### src/rtl/seq_fsm_pkg.sv
// Shared definitions for the seq_fsm sequencer.
// Contents: the 2-bit state enum (IDLE/GO/DONE) and the encoding constants,
//           including the one unused encoding that the FSM recovers from.
package seq_fsm_pkg;

   localparam logic [1:0] ST_ENC_IDLE    = 2'd0;
   localparam logic [1:0] ST_ENC_GO      = 2'd1;
   localparam logic [1:0] ST_ENC_DONE    = 2'd2;
   localparam logic [1:0] ST_ENC_ILLEGAL = 2'd3;

   typedef enum logic [1:0] {
      ST_IDLE = ST_ENC_IDLE,
      ST_GO   = ST_ENC_GO,
      ST_DONE = ST_ENC_DONE
   } state_e;

endpackage

### src/rtl/seq_cnt.sv
// Purpose : GO-phase down-counter with load (len-1, floored at 0), decrement-if-nonzero and clear.
// Latency : all operations take effect at the next rising clk edge; o_zero is combinational from the register.
// Backpress: none; the counter acts on whatever the FSM commands each cycle.
// Ports   : clk, rst_n (async active-low), i_clr > i_load > i_dec priority,
//           i_load_val (raw length), o_cnt (current value), o_zero (o_cnt == 0).
module seq_cnt #(
   parameter int CNT_W = 8
) (
   input  logic             clk,
   input  logic             rst_n,
   input  logic             i_clr,
   input  logic             i_load,
   input  logic [CNT_W-1:0] i_load_val,
   input  logic             i_dec,
   output logic [CNT_W-1:0] o_cnt,
   output logic             o_zero
);

   localparam logic [CNT_W-1:0] ONE = CNT_W'(1);

   logic [CNT_W-1:0] r_cnt;

   always_ff @(posedge clk or negedge rst_n) begin
      if (!rst_n) begin
         r_cnt <= '0;
      end else if (i_clr) begin
         r_cnt <= '0;
      end else if (i_load) begin
         // A length of 0 still yields one GO cycle, so it loads like length 1.
         r_cnt <= (i_load_val == '0) ? '0 : (i_load_val - ONE);
      end else if (i_dec && (r_cnt != '0)) begin
         r_cnt <= r_cnt - ONE;
      end
   end

   assign o_cnt  = r_cnt;
   assign o_zero = (r_cnt == '0);

endmodule

### src/rtl/seq_fsm.sv
// Purpose : IDLE -> GO (max(len,1) cycles) -> DONE (1 cycle) sequencer with Moore-decoded outputs.
// Latency : start sampled at edge t gives GO from t+1; DONE follows the last GO cycle; start in DONE reloads directly.
// Backpress: none; start is only looked at in IDLE and DONE, ignored while GO runs.
// Ports   : clk, rst_n (async active-low), start, len[CNT_W] in; ctl, done, busy, state[2], cnt[CNT_W] out.
// Option  : define SEQ_FSM_ABORT_EN to add input abort and output aborted (early GO termination).
module seq_fsm
   import seq_fsm_pkg::*;
#(
   parameter int CNT_W = 8
) (
   input  logic             clk,
   input  logic             rst_n,
   input  logic             start,
   input  logic [CNT_W-1:0] len,
`ifdef SEQ_FSM_ABORT_EN
   input  logic             abort,
   output logic             aborted,
`endif
   output logic             ctl,
   output logic             done,
   output logic             busy,
   output logic [1:0]       state,
   output logic [CNT_W-1:0] cnt
);

   state_e           r_state;
   state_e           w_nxt;
   logic             w_load;
   logic             w_clr;
   logic             w_dec;
   logic             w_zero;
   logic [CNT_W-1:0] w_cnt;

`ifdef SEQ_FSM_ABORT_EN
   logic             w_abort_hit;
   logic             r_aborted;
`endif

   always_ff @(posedge clk or negedge rst_n) begin
      if (!rst_n) begin
         r_state <= ST_IDLE;
      end else begin
         r_state <= w_nxt;
      end
   end

   always_comb begin
      w_nxt  = ST_IDLE;
      w_load = 1'b0;
      w_clr  = 1'b0;
      w_dec  = 1'b0;
`ifdef SEQ_FSM_ABORT_EN
      w_abort_hit = 1'b0;
`endif
      case (r_state)
         ST_IDLE: begin
            if (start) begin
               w_nxt  = ST_GO;
               w_load = 1'b1;
            end else begin
               w_nxt = ST_IDLE;
               w_clr = 1'b1;
            end
         end
         ST_GO: begin
`ifdef SEQ_FSM_ABORT_EN
            if (abort) begin
               // Abort wins even when the count has already reached 0.
               w_nxt       = ST_DONE;
               w_clr       = 1'b1;
               w_abort_hit = 1'b1;
            end else
`endif
            if (w_zero) begin
               w_nxt = ST_DONE;
            end else begin
               w_nxt = ST_GO;
               w_dec = 1'b1;
            end
         end
         ST_DONE: begin
            // Back-to-back: a start here skips IDLE entirely.
            if (start) begin
               w_nxt  = ST_GO;
               w_load = 1'b1;
            end else begin
               w_nxt = ST_IDLE;
               w_clr = 1'b1;
            end
         end
         default: begin
            // Unused encoding: recover to IDLE and scrub the count.
            w_nxt = ST_IDLE;
            w_clr = 1'b1;
         end
      endcase
   end

   seq_cnt #(
      .CNT_W(CNT_W)
   ) u_cnt (
      .clk        (clk),
      .rst_n      (rst_n),
      .i_clr      (w_clr),
      .i_load     (w_load),
      .i_load_val (len),
      .i_dec      (w_dec),
      .o_cnt      (w_cnt),
      .o_zero     (w_zero)
   );

`ifdef SEQ_FSM_ABORT_EN
   // Flag lives only for the DONE cycle that the abort produced.
   always_ff @(posedge clk or negedge rst_n) begin
      if (!rst_n) begin
         r_aborted <= 1'b0;
      end else begin
         r_aborted <= w_abort_hit;
      end
   end

   assign aborted = r_aborted;
`endif

   assign ctl   = (r_state == ST_GO);
   assign done  = (r_state == ST_DONE);
   assign busy  = (r_state != ST_IDLE);
   assign state = r_state;
   assign cnt   = w_cnt;

endmodule

### config.mk
export PLATFORM = sky130hd
export DESIGN_NAME = seq_fsm
export DESIGN_NICKNAME = d
export VERILOG_FILES = /design/src/rtl/seq_fsm_pkg.sv /design/src/rtl/seq_cnt.sv /design/src/rtl/seq_fsm.sv
export SDC_FILE = /design/constraint.sdc
export NUM_CORES = 1
export LEC_CHECK = 0
export CORE_AREA = 2 2 55 57
export DETAILED_ROUTE_END_ITERATION = 10
export DIE_AREA = 0 0 57 59
export PLACE_DENSITY = 0.52
export SYNTH_ARGS = -nofsm -noshare
export SYNTH_HDL_FRONTEND = slang
export SYNTH_HIERARCHICAL = 1
export SYNTH_SLANG_ARGS = --single-unit
### constraint.sdc
create_clock -name clk -period 3.2 [get_ports clk]
set_input_delay 0.48 -clock clk [delete_from_list [all_inputs] [get_ports clk]]
set_output_delay 0.48 -clock clk [all_outputs]
set_load 0.03 [all_outputs]
==> impl_metrics.tcl, run 1 <==
set metrics [dict create \
    cp_slowest_cell "or4b_1" \
    crit_family "simple AND/OR/NAND/NOR gates" \
    synth_cells 90 \
    arrival_ps 2690 \
    hold_buffers 0 \
    wire_per_inst_um 13.49 \
    status "finished, final reports clean" \
    synth.distinct_cells 39 \
    die-area_sq_um 3363 \
    grt_setup_unrepaired "false" \
    dp_worst_setup_slack_ps 632.7 \
    layout_commonest_cell "clkdlybuf4s50_1" \
    clk_latency_ps 260 \
    clock_sinks 10 \
    p_per_area_nw_per_um2 969.5 \
    cellLeakagePower_nw 0.4301 \
    cp_cell_sequence "inv_1, ha_1, nor3b_1, nand2_1, inv_1, nor2_1, or4b_1, or3_1, a211oi_1, a211oi_1" \
    yosys.area_share.xor_xnor 0.05512 \
    die_w_um 57 \
    cp_data_required_time_ps 3320 \
    cts_max_path_buffers 2 \
    r2r_cells 10 \
    finalSetupTns_ps 0 \
    worst-path-buf-inv 2 \
    finalCritPeriodShare 0.8015 \
    grt_usage 0.1275 \
    worstHoldPathType "in -> async" \
    start_util 0.2932 \
    grt_pass1_wl_um 3360 \
    tightest_slew_ps 701.0 \
    synth_nets 105 \
    routed_wl_um 1983 \
    overflow 0 \
    finalSetupViolations 0 \
    end_kind "flip-flop" \
    coreArea_sq_um 2710 \
    synth-compound-area-share 0.1858 \
    synth_area_per_cell_sq_um 8.828 \
    synth-adder-area-share 0.06299 \
    hold_ws_ps 551.2 \
    criticalPathCategory "reg -> reg" \
    viasPerCell 5.075 \
    slew_violations 0 \
    cp-start-kind "flip-flop" \
    row_count 19 \
    synth_seq_cells 10 \
    final_layout_size_suffix_gt1_frac 0.1121 \
    slowest_delay_ps 530 \
    max_slew_margin 0.5261 \
    antenna_found_initial 0 \
    cts_buffers 3 \
    cts_tree "done" \
    antennaDiodeCount 0 \
    r2r-start "u_cnt/o_cnt[0]" \
    power_w 0.001053 \
    startpoint "u_cnt/o_cnt[0]" \
    cts_setup_buffers 0 \
    yosysSeqAreaShare 0.3150 \
    synthMuxAreaShare 0.02677 \
    clkTransAtPathRegs_ps 60 \
    hold_violations 0 \
    cts_resized 0 \
    final_nets 133 \
    ir_worst_vdd_mv 0.4025 \
    grt_pass1_vias 774 \
    finalWorstSetupSlack_ps 635.1 \
    io_pins 24 \
    max_freq_mhz 389.9 \
    crit_cells 10 \
    yosys_warnings 6 \
    grt_max_degree 11 \
    drcViolationCount 0 \
    gp_congestion 0.8703 \
    layout_common_cells "23 x clkdlybuf4s50_1, 10 x dfrtp_1, 8 x inv_1, 6 x nand2_1" \
    ff2ff_setup_slack_ps 640 \
    cp_max_fo 5 \
    synthSimpleGateAreaFrac 0.3118 \
    synth_top_family_by_area "simple AND/OR/NAND/NOR gates" \
    io_buffers 23 \
    syn2layout_area_growth_pct 36.69 \
    hpwl_um 1575 \
    skew_ps 0.5373 \
    final.min_clock_period_ps 2565 \
    drtIter0Drc 20 \
    dr_total_vias 746 \
    die_y_um 59 \
    h-tree-depth 1 \
    n_fill_cell 286 \
    netlist_area_sq_um 794.5 \
    drtAntennaViolNets 0 \
    maxCapViolations 0 \
    cts-root-buf "clkbuf_4" \
    firstDrtPassIters 4 \
]
[power by group]
part,internal [W],switching (W),leakage [nW],total [W]
Combinational,0.000320,0.000399,0.290,0.000719
Clock,0.0000433,0.0000412,0.0138,0.0000846
Sequential,0.000183,0.0000665,0.126,0.000249
[path summary, 6_finish.rpt]
kind,to
worst max-delay path,u_cnt/o_cnt[7]
worst min-delay path,state[1]
worst max register to register,u_cnt/o_cnt[7]
worst min register to register,state[0]
max in group asynchronous,u_cnt/o_cnt[3]
min in group clk,state[0]
[state kept, by name (all words and copies together) (netlist names)]
register and flops:
u_cnt/o_cnt 8, state 2
[per-layer routing]
metal,wire length (um),up-vias,global-route usage
li1,-,383,-
met1,897,334,0.1525
met2,939,27,0.2200
met3,122,2,0.02838
met4,23,0,0.05648
met5,0,-,0
[cell families after synthesis]
group,Yosys count
and+or+nand+nor,39
AOI/OAI and AO/OA,21
DFF,10
buffers and inverters,9
xor gates and xnor gates,5
adders and majority gates,4
muxes,2
[final cells by class]
| class | instances | area [sq um] | share of cell area |
|---|---|---|---|
| flip-flops and latches | 10 | 250.2 | 0.2304 |
| multi-input cells | 71 | 510.5 | 0.4700 |
| inverters | 9 | 33.78 | 0.03111 |
| clock buffers | 3 | 22.52 | 0.02074 |
| well taps | 31 | 38.79 | 0.03571 |
| repair buffers | 23 | 230.2 | 0.2120 |
[worst register-to-register path: stages, from the launching register on]
cell,delay (ps)
dfrtp_1,400
inv_1,80
ha_1,230
nor3b_1,190
nand2_1,80
inv_1,50
nor2_1,200
or4b_1,530
or3_1,350
a211oi_1,260
a211oi_1,70
[synthesized netlist by cell type (all sizes together)]
cell type,number,area share
nand3b,1,0.0095
nor2b,3,0.027
and4,1,0.011
nor3b,2,0.019
nor4b,2,0.022
a31o,1,0.011
nand3,1,0.0063
or2,3,0.024
nand2b,2,0.019
a221oi,1,0.011
o22ai,4,0.031
or3,3,0.025
a21oi,5,0.036
nor3,3,0.019
dfrtp,10,0.31
nor4,3,0.031
or3b,1,0.014
a21boi,1,0.0095
xnor2,5,0.055
o31ai,1,0.0095
nand2,6,0.028
a211oi,5,0.047
ha,4,0.063
o31a,1,0.011
or4b,2,0.025
o21bai,1,0.0095
mux2,1,0.014
nor2,5,0.024
and2,1,0.0079
inv,9,0.043
mux2i,1,0.013
a21o,1,0.0095
[stage by stage]
step | cell area, sq um | util | instances
global placement | 1064 | 0.3924 | 144
CTS | 1086 | 0.4007 | 147
detailed placement | 1064 | 0.3924 | 144
finish | 1086 | 0.4007 | 147
global route | 1086 | 0.4007 | 147
floorplan | 794.5 | - | 90
Power figures use the tool's default switching activity.
==> run 2, diff against run 1 <==
--- a/config.mk
+++ b/config.mk
@@ -8,7 +8,7 @@
 export CORE_AREA = 2 2 55 57
 export DETAILED_ROUTE_END_ITERATION = 10
 export DIE_AREA = 0 0 57 59
-export PLACE_DENSITY = 0.52
+export PLACE_DENSITY = 0.53
 export SYNTH_ARGS = -nofsm -noshare
 export SYNTH_HDL_FRONTEND = slang
 export SYNTH_HIERARCHICAL = 1
==> constraint.sdc (replaced) <==
create_clock -name clk -period 2.3 [get_ports clk]
set_input_delay 0.345 -clock clk [delete_from_list [all_inputs] [get_ports clk]]
set_output_delay 0.345 -clock clk [all_outputs]
set_load 0.03 [all_outputs]
==> run 2 against run 1 <==
Effect of this change:
- core utilization rose by 6.1 points
- sequential power rose by 45%
- non-clock buffer count rose by 13
- final cell count rose by 9.5%
- routed wire length rose by 11%
- cell area rose by 15%
- worst setup slack got worse by 620 ps
- fmax rose by 12%
- total power rose by 63%
- combinational power rose by 70%
- hold slack got worse by 150 ps
- critical path type unchanged
- critical endpoint unchanged
- largest power group unchanged
==> impl_metrics.tcl, run 2 (same netlist as run 1, synthesis figures left out) <==
set metrics [dict create \
    final_nets 146 \
    drtAntennaViolNets 0 \
    firstDrtPassIters 4 \
    p_per_area_nw_per_um2 1369 \
    layout_common_cells "23 x clkdlybuf4s50_1, 13 x buf_4, 8 x dfrtp_1, 6 x nand2_1" \
    largest_reg_flops 8 \
    end_kind "flip-flop" \
    finalSetupTns_ps 0 \
    crit_cells 11 \
    cellLeakagePower_nw 0.5032 \
    finalSetupViolations 0 \
    wire_per_inst_um 13.62 \
    finalCritPeriodShare 0.9933 \
    p_switching_w 0.0007889 \
    coreArea_sq_um 2710 \
    startpoint "u_cnt/o_cnt[1]" \
    worst-path-buf-inv 3 \
    overflow 0 \
    ff2ff_setup_slack_ps 20 \
    grt_pass1_wl_um 3815 \
    r2r_cells 11 \
    layout_commonest_cell "clkdlybuf4s50_1" \
    setup.worst_path.end "u_cnt/o_cnt[7]" \
    final.min_clock_period_ps 2285 \
    criticalPathCategory "reg -> reg" \
    start_util 0.2932 \
    gp_congestion 0.8282 \
    cts-root-buf "clkbuf_4" \
    ir_worst_vdd_mv 0.6539 \
    slowest_delay_ps 490 \
    p_comb_frac 0.714 \
    cts_buffers 3 \
    routed_wl_um 2193 \
    skew_ps 9.893 \
    max_slew_margin 0.6789 \
    p_seq_frac 0.210 \
    clock_sinks 10 \
    final_layout_size_suffix_gt1_frac 0.2923 \
    cts_max_path_buffers 2 \
    die_y_um 59 \
    cts_tree "done" \
    clk_latency_ps 270 \
    arrival_ps 2450 \
    max_freq_mhz 437.7 \
    hpwl_um 1785 \
    drcViolationCount 0 \
    grt_pass1_vias 888 \
    r2r-start "u_cnt/o_cnt[1]" \
    grt_setup_unrepaired "true" \
    clkTransAtPathRegs_ps 80 \
    cp_cell_sequence "inv_2, ha_4, nor3b_4, nand2_1, inv_2, nor2_4, or4b_4, buf_4, nor4b_4, a211oi_2, a211oi_1" \
    tightest_slew_ps 480.1 \
    intPower_w 0.0009240 \
    viasPerCell 5.087 \
    io_pins 24 \
    grt_max_degree 11 \
    status "finished, final reports clean" \
    hold_buffers 0 \
    worstHoldPathType "in -> async" \
    p_clk_frac 0.076 \
    io_buffers 23 \
    cp_max_fo 4 \
    grt_usage 0.1485 \
    hold_violations 0 \
    dr_total_vias 819 \
    row_count 19 \
    slew_violations 0 \
    antenna_found_initial 0 \
    drtIter0Drc 12 \
    die_w_um 57 \
    crit_family "simple AND/OR/NAND/NOR gates" \
    switching_share 0.4606 \
    antennaDiodeCount 0 \
    die-area_sq_um 3363 \
    syn2layout_area_growth_pct 57.48 \
    cp_slowest_cell "or4b_4" \
    final_core_util 0.4617 \
    maxCapViolations 0 \
    cp-start-kind "flip-flop" \
    cp_data_required_time_ps 2470 \
    h-tree-depth 1 \
    r2r-end "u_cnt/o_cnt[7]" \
    cpMostUsedCell "inv_2" \
]
==> run 2: cell count changes in the layout (fill, tap and decap cells not counted), moves of 2 or more <==
cell | before | now
inv_2 | 1 | 4
buf_4 | 0 | 13
inv_1 | 8 | 5
dfrtp_2 | 0 | 2
dfrtp_1 | 10 | 8
==> run 2: worst min-delay path by stage <==
| stage | slack (ps) | cells past startpoint | end | startpoint |
|---|---|---|---|---|
| 2_1_floorplan | 50 | 0 | state[0] | rst_n |
| 3_3_place_gp | 650 | 2 | state[0] | state[1] |
| 3_5_place_dp | 650 | 2 | u_cnt/o_cnt[5] | u_cnt/o_cnt[5] |
| 4_1_cts | 420 | 1 | state[0] | rst_n |
| 5_1_grt | 430 | 1 | state[1] | rst_n |
| 6_report | 400 | 1 | state[0] | rst_n |
==> run 2: per-layer routing <==
layer	global-route usage	share of wire
met5	0	0
met4	0.06977	0.012
met3	0.01965	0.032
met2	0.2824	0.53
met1	0.1628	0.43
==> run 2: power by group through the flow <==
stage	clock, W	combinational (W)	sequential, W
after global placement	0	0.00112	0.000358
after CTS	0.000138	0.00114	0.000358
after detailed placement	0	0.00113	0.000361
final	0.000130	0.00122	0.000360
after floorplan	0	0.000599	0.000492
after global routing	0.000147	0.00133	0.000375
==> run 2: what timing repair did <==
item / 4_1_cts / 5_1_grt
resized for setup: 0 / 3
setup endpoints to repair: 0 / 2
buffers inserted: 0 / 4
==> run 2: cell type report <==
class                           instances  area, sq um
Clock buffer                            4        26.28
Fill cell                             289         1459
Inverter                                9        33.78
Multi-Input combinational cell         71        571.8
Sequential cell                        10        252.7
Tap cell                               31        38.79
Timing Repair Buffer                   36        327.8
==> run 2: stage by stage <==
step	area (sq um)	worst slack [ps]	total power, W	hold WS (ps)	instances
finish	1251	15.41	0.001713	398.8	161
global route	1251	-63.86	0.001855	433.0	161
CTS	1200	32.52	0.001635	417.9	157
detailed placement	1174	-14.65	0.001492	650.7	153
global placement	1174	45.29	0.001478	648.2	153
floorplan	837.1	20.23	0.001091	49.41	90
==> run 3, diff against run 2 <==
--- a/config.mk
+++ b/config.mk
@@ -8,6 +8,7 @@
 export CORE_AREA = 2 2 55 57
 export DETAILED_ROUTE_END_ITERATION = 10
 export DIE_AREA = 0 0 57 59
+export GPL_TIMING_DRIVEN = 0
 export PLACE_DENSITY = 0.53
 export SYNTH_ARGS = -nofsm -noshare
 export SYNTH_HDL_FRONTEND = slang
==> run 3 against run 2 <==
Effect of this change:
- critical path depth is 1 lower
- routed wire length is 6.2% lower
- cell area is 2.8% lower
- fmax is 2.6% higher
- total power is 0.74% lower
- final cell count is 4.3% lower
==> impl_metrics.tcl, run 3 (same netlist as run 1, synthesis figures left out) <==
set metrics [dict create \
    cts-root-buf "clkbuf_4" \
    stdcell_area_sq_um 1216 \
    firstDrtPassIters 4 \
    die-area_sq_um 3363 \
    final_nets 139 \
    cp_data_required_time_ps 2430 \
    clkTransAtPathRegs_ps 70 \
    syn2layout_area_growth_pct 53.07 \
    clock_sinks 10 \
    end_kind "flip-flop" \
    n_fill_cell 292 \
    r2r_cells 10 \
    grt_use_met3 0.02402 \
    ff2ff_setup_slack_ps 70 \
    r2r-end "u_cnt/o_cnt[7]" \
    met2_usage 0.2332 \
    cellLeakagePower_nw 0.4713 \
    cp_max_fo 4 \
    cts_max_path_buffers 2 \
    final_core_util 0.4488 \
    worstHoldPathType "in -> async" \
    criticalPathCategory "reg -> reg" \
    die_w_um 57 \
    multi_input_area_sq_um 589.3 \
    status "finished, final reports clean" \
    finalSetupViolations 0 \
    grt_setup_unrepaired "true" \
    max_freq_mhz 449.2 \
    largest_reg_flops 8 \
    clk_latency_ps 260 \
    hold_buffers 0 \
    final_layout_size_suffix_gt1_frac 0.2683 \
    top_usage_layer "met2" \
    r2r-start "u_cnt/o_cnt[1]" \
    arrival_ps 2360 \
    final.min_clock_period_ps 2226 \
    dr_total_vias 788 \
    io_pins 24 \
    io_buffers 23 \
    grtUsageMet1 0.1479 \
    antennaDiodeCount 0 \
    layout_commonest_cell "clkdlybuf4s50_1" \
    dpl_cell_area_sq_um 1106 \
    layout_common_cells "23 x clkdlybuf4s50_1, 8 x dfrtp_1, 6 x buf_4, 6 x nand2_1" \
    tightest_slew_ps 697.2 \
    antenna_found_initial 0 \
    gp_congestion 0.8069 \
    grt_max_degree 11 \
    wire_per_inst_um 13.35 \
    coreArea_sq_um 2710 \
    drtAntennaViolNets 0 \
    finalCritPeriodShare 0.9679 \
    start_util 0.2932 \
    grt_pass1_vias 728 \
    p_per_area_nw_per_um2 1398 \
    cp-start-kind "flip-flop" \
    grt_usage 0.1305 \
    overflow 0 \
    cts_buffers 3 \
    hold_violations 0 \
    h-tree-depth 1 \
    max_slew_margin 0.5287 \
    ir_worst_vdd_mv 0.5098 \
    drcViolationCount 0 \
    cts_tree "done" \
    skew_ps 8.137 \
    grt_pass1_wl_um 3360 \
    slew_violations 0 \
    seqCellArea_sq_um 252.7 \
    row_count 19 \
    die_y_um 59 \
    maxCapViolations 0 \
    routed_wl_um 2056 \
    hpwl_um 1610 \
    viasPerCell 5.117 \
    drtIter0Drc 11 \
]
## run 3: cell count changes in the layout (fill, tap and decap cells not counted)
cell      before  now
or3_4          0    1
nor4b_4        1    0
nor4_2         1    0
buf_4         13    6
nor4_4         0    1
a211oi_1       4    3
a211oi_4       0    1
nor4b_2        0    1
or3_1          2    1
## run 3: layer usage
metal / routed length, um / vias to the layer above
met1: 874 / 368
met3: 103 / 2
met2: 1050 / 23
li1: - / 395
met4: 27 / 0
met5: 0 / -
## run 3: metrics by stage
| stage | hold slack [ps] | total power [W] | cells | setup WS [ps] | setup TNS [ps] |
|---|---|---|---|---|---|
| after floorplan | 49.41 | 0.001091 | 90 | 20.23 | 0 |
| after global placement | 632.3 | 0.001418 | 144 | -89.92 | -133.1 |
| after detailed placement | 626.4 | 0.001423 | 144 | -92.04 | -97.35 |
| after CTS | 419.8 | 0.001563 | 148 | 20.27 | 0 |
| after global routing | 437.6 | 0.001833 | 154 | -16.30 | -16.30 |
| final | 401.7 | 0.001700 | 154 | 73.80 | 0 |
## run 3: how the worst max path moves through the flow
stage,cells after the start,start,endpoint
floorplan,10,u_cnt/o_cnt[0],u_cnt/o_cnt[7]
finish,10,u_cnt/o_cnt[1],u_cnt/o_cnt[7]
detailed placement,7,len[0],u_cnt/o_cnt[6]
global route,10,u_cnt/o_cnt[0],u_cnt/o_cnt[7]
global placement,7,len[0],u_cnt/o_cnt[6]
CTS,10,u_cnt/o_cnt[0],u_cnt/o_cnt[7]
## run 3: final cells by class
type | count | share of cell area
Inverter | 9 | 0.02778
Sequential cell | 10 | 0.2078
Timing Repair Buffer | 29 | 0.2263
Multi-Input combinational cell | 71 | 0.4846
Clock buffer | 4 | 0.02160
Tap cell | 31 | 0.03189
## run 3: worst max-delay path, stage by stage, from the launching register on
cell and delay [ps]:
dfrtp_2 380, inv_2 60, ha_4 150, nor3b_4 150
nand2_1 80, inv_2 50, nor2_4 80, or4b_4 500
or3_4 360, a211oi_4 220, a211oi_2 60
## run 3: power breakdown
group | total, W | leakage [nW] | internal [W] | switching [W]
Combinational | 0.00120 | 0.333 | 0.000590 | 0.000610
Sequential | 0.000372 | 0.124 | 0.000257 | 0.000115
Clock | 0.000128 | 0.0150 | 0.0000670 | 0.0000612
Total | 0.00170 | 0.471 | 0.000914 | 0.000786
## run 3: timing repair
| action | 4_1_cts | 5_1_grt |
|---|---|---|
| endpoints found under the hold margin | 0 | 0 |
| gates resized for setup | 0 | 6 |
| setup endpoints to repair | 0 | 3 |
| buffers inserted | 0 | 6 |
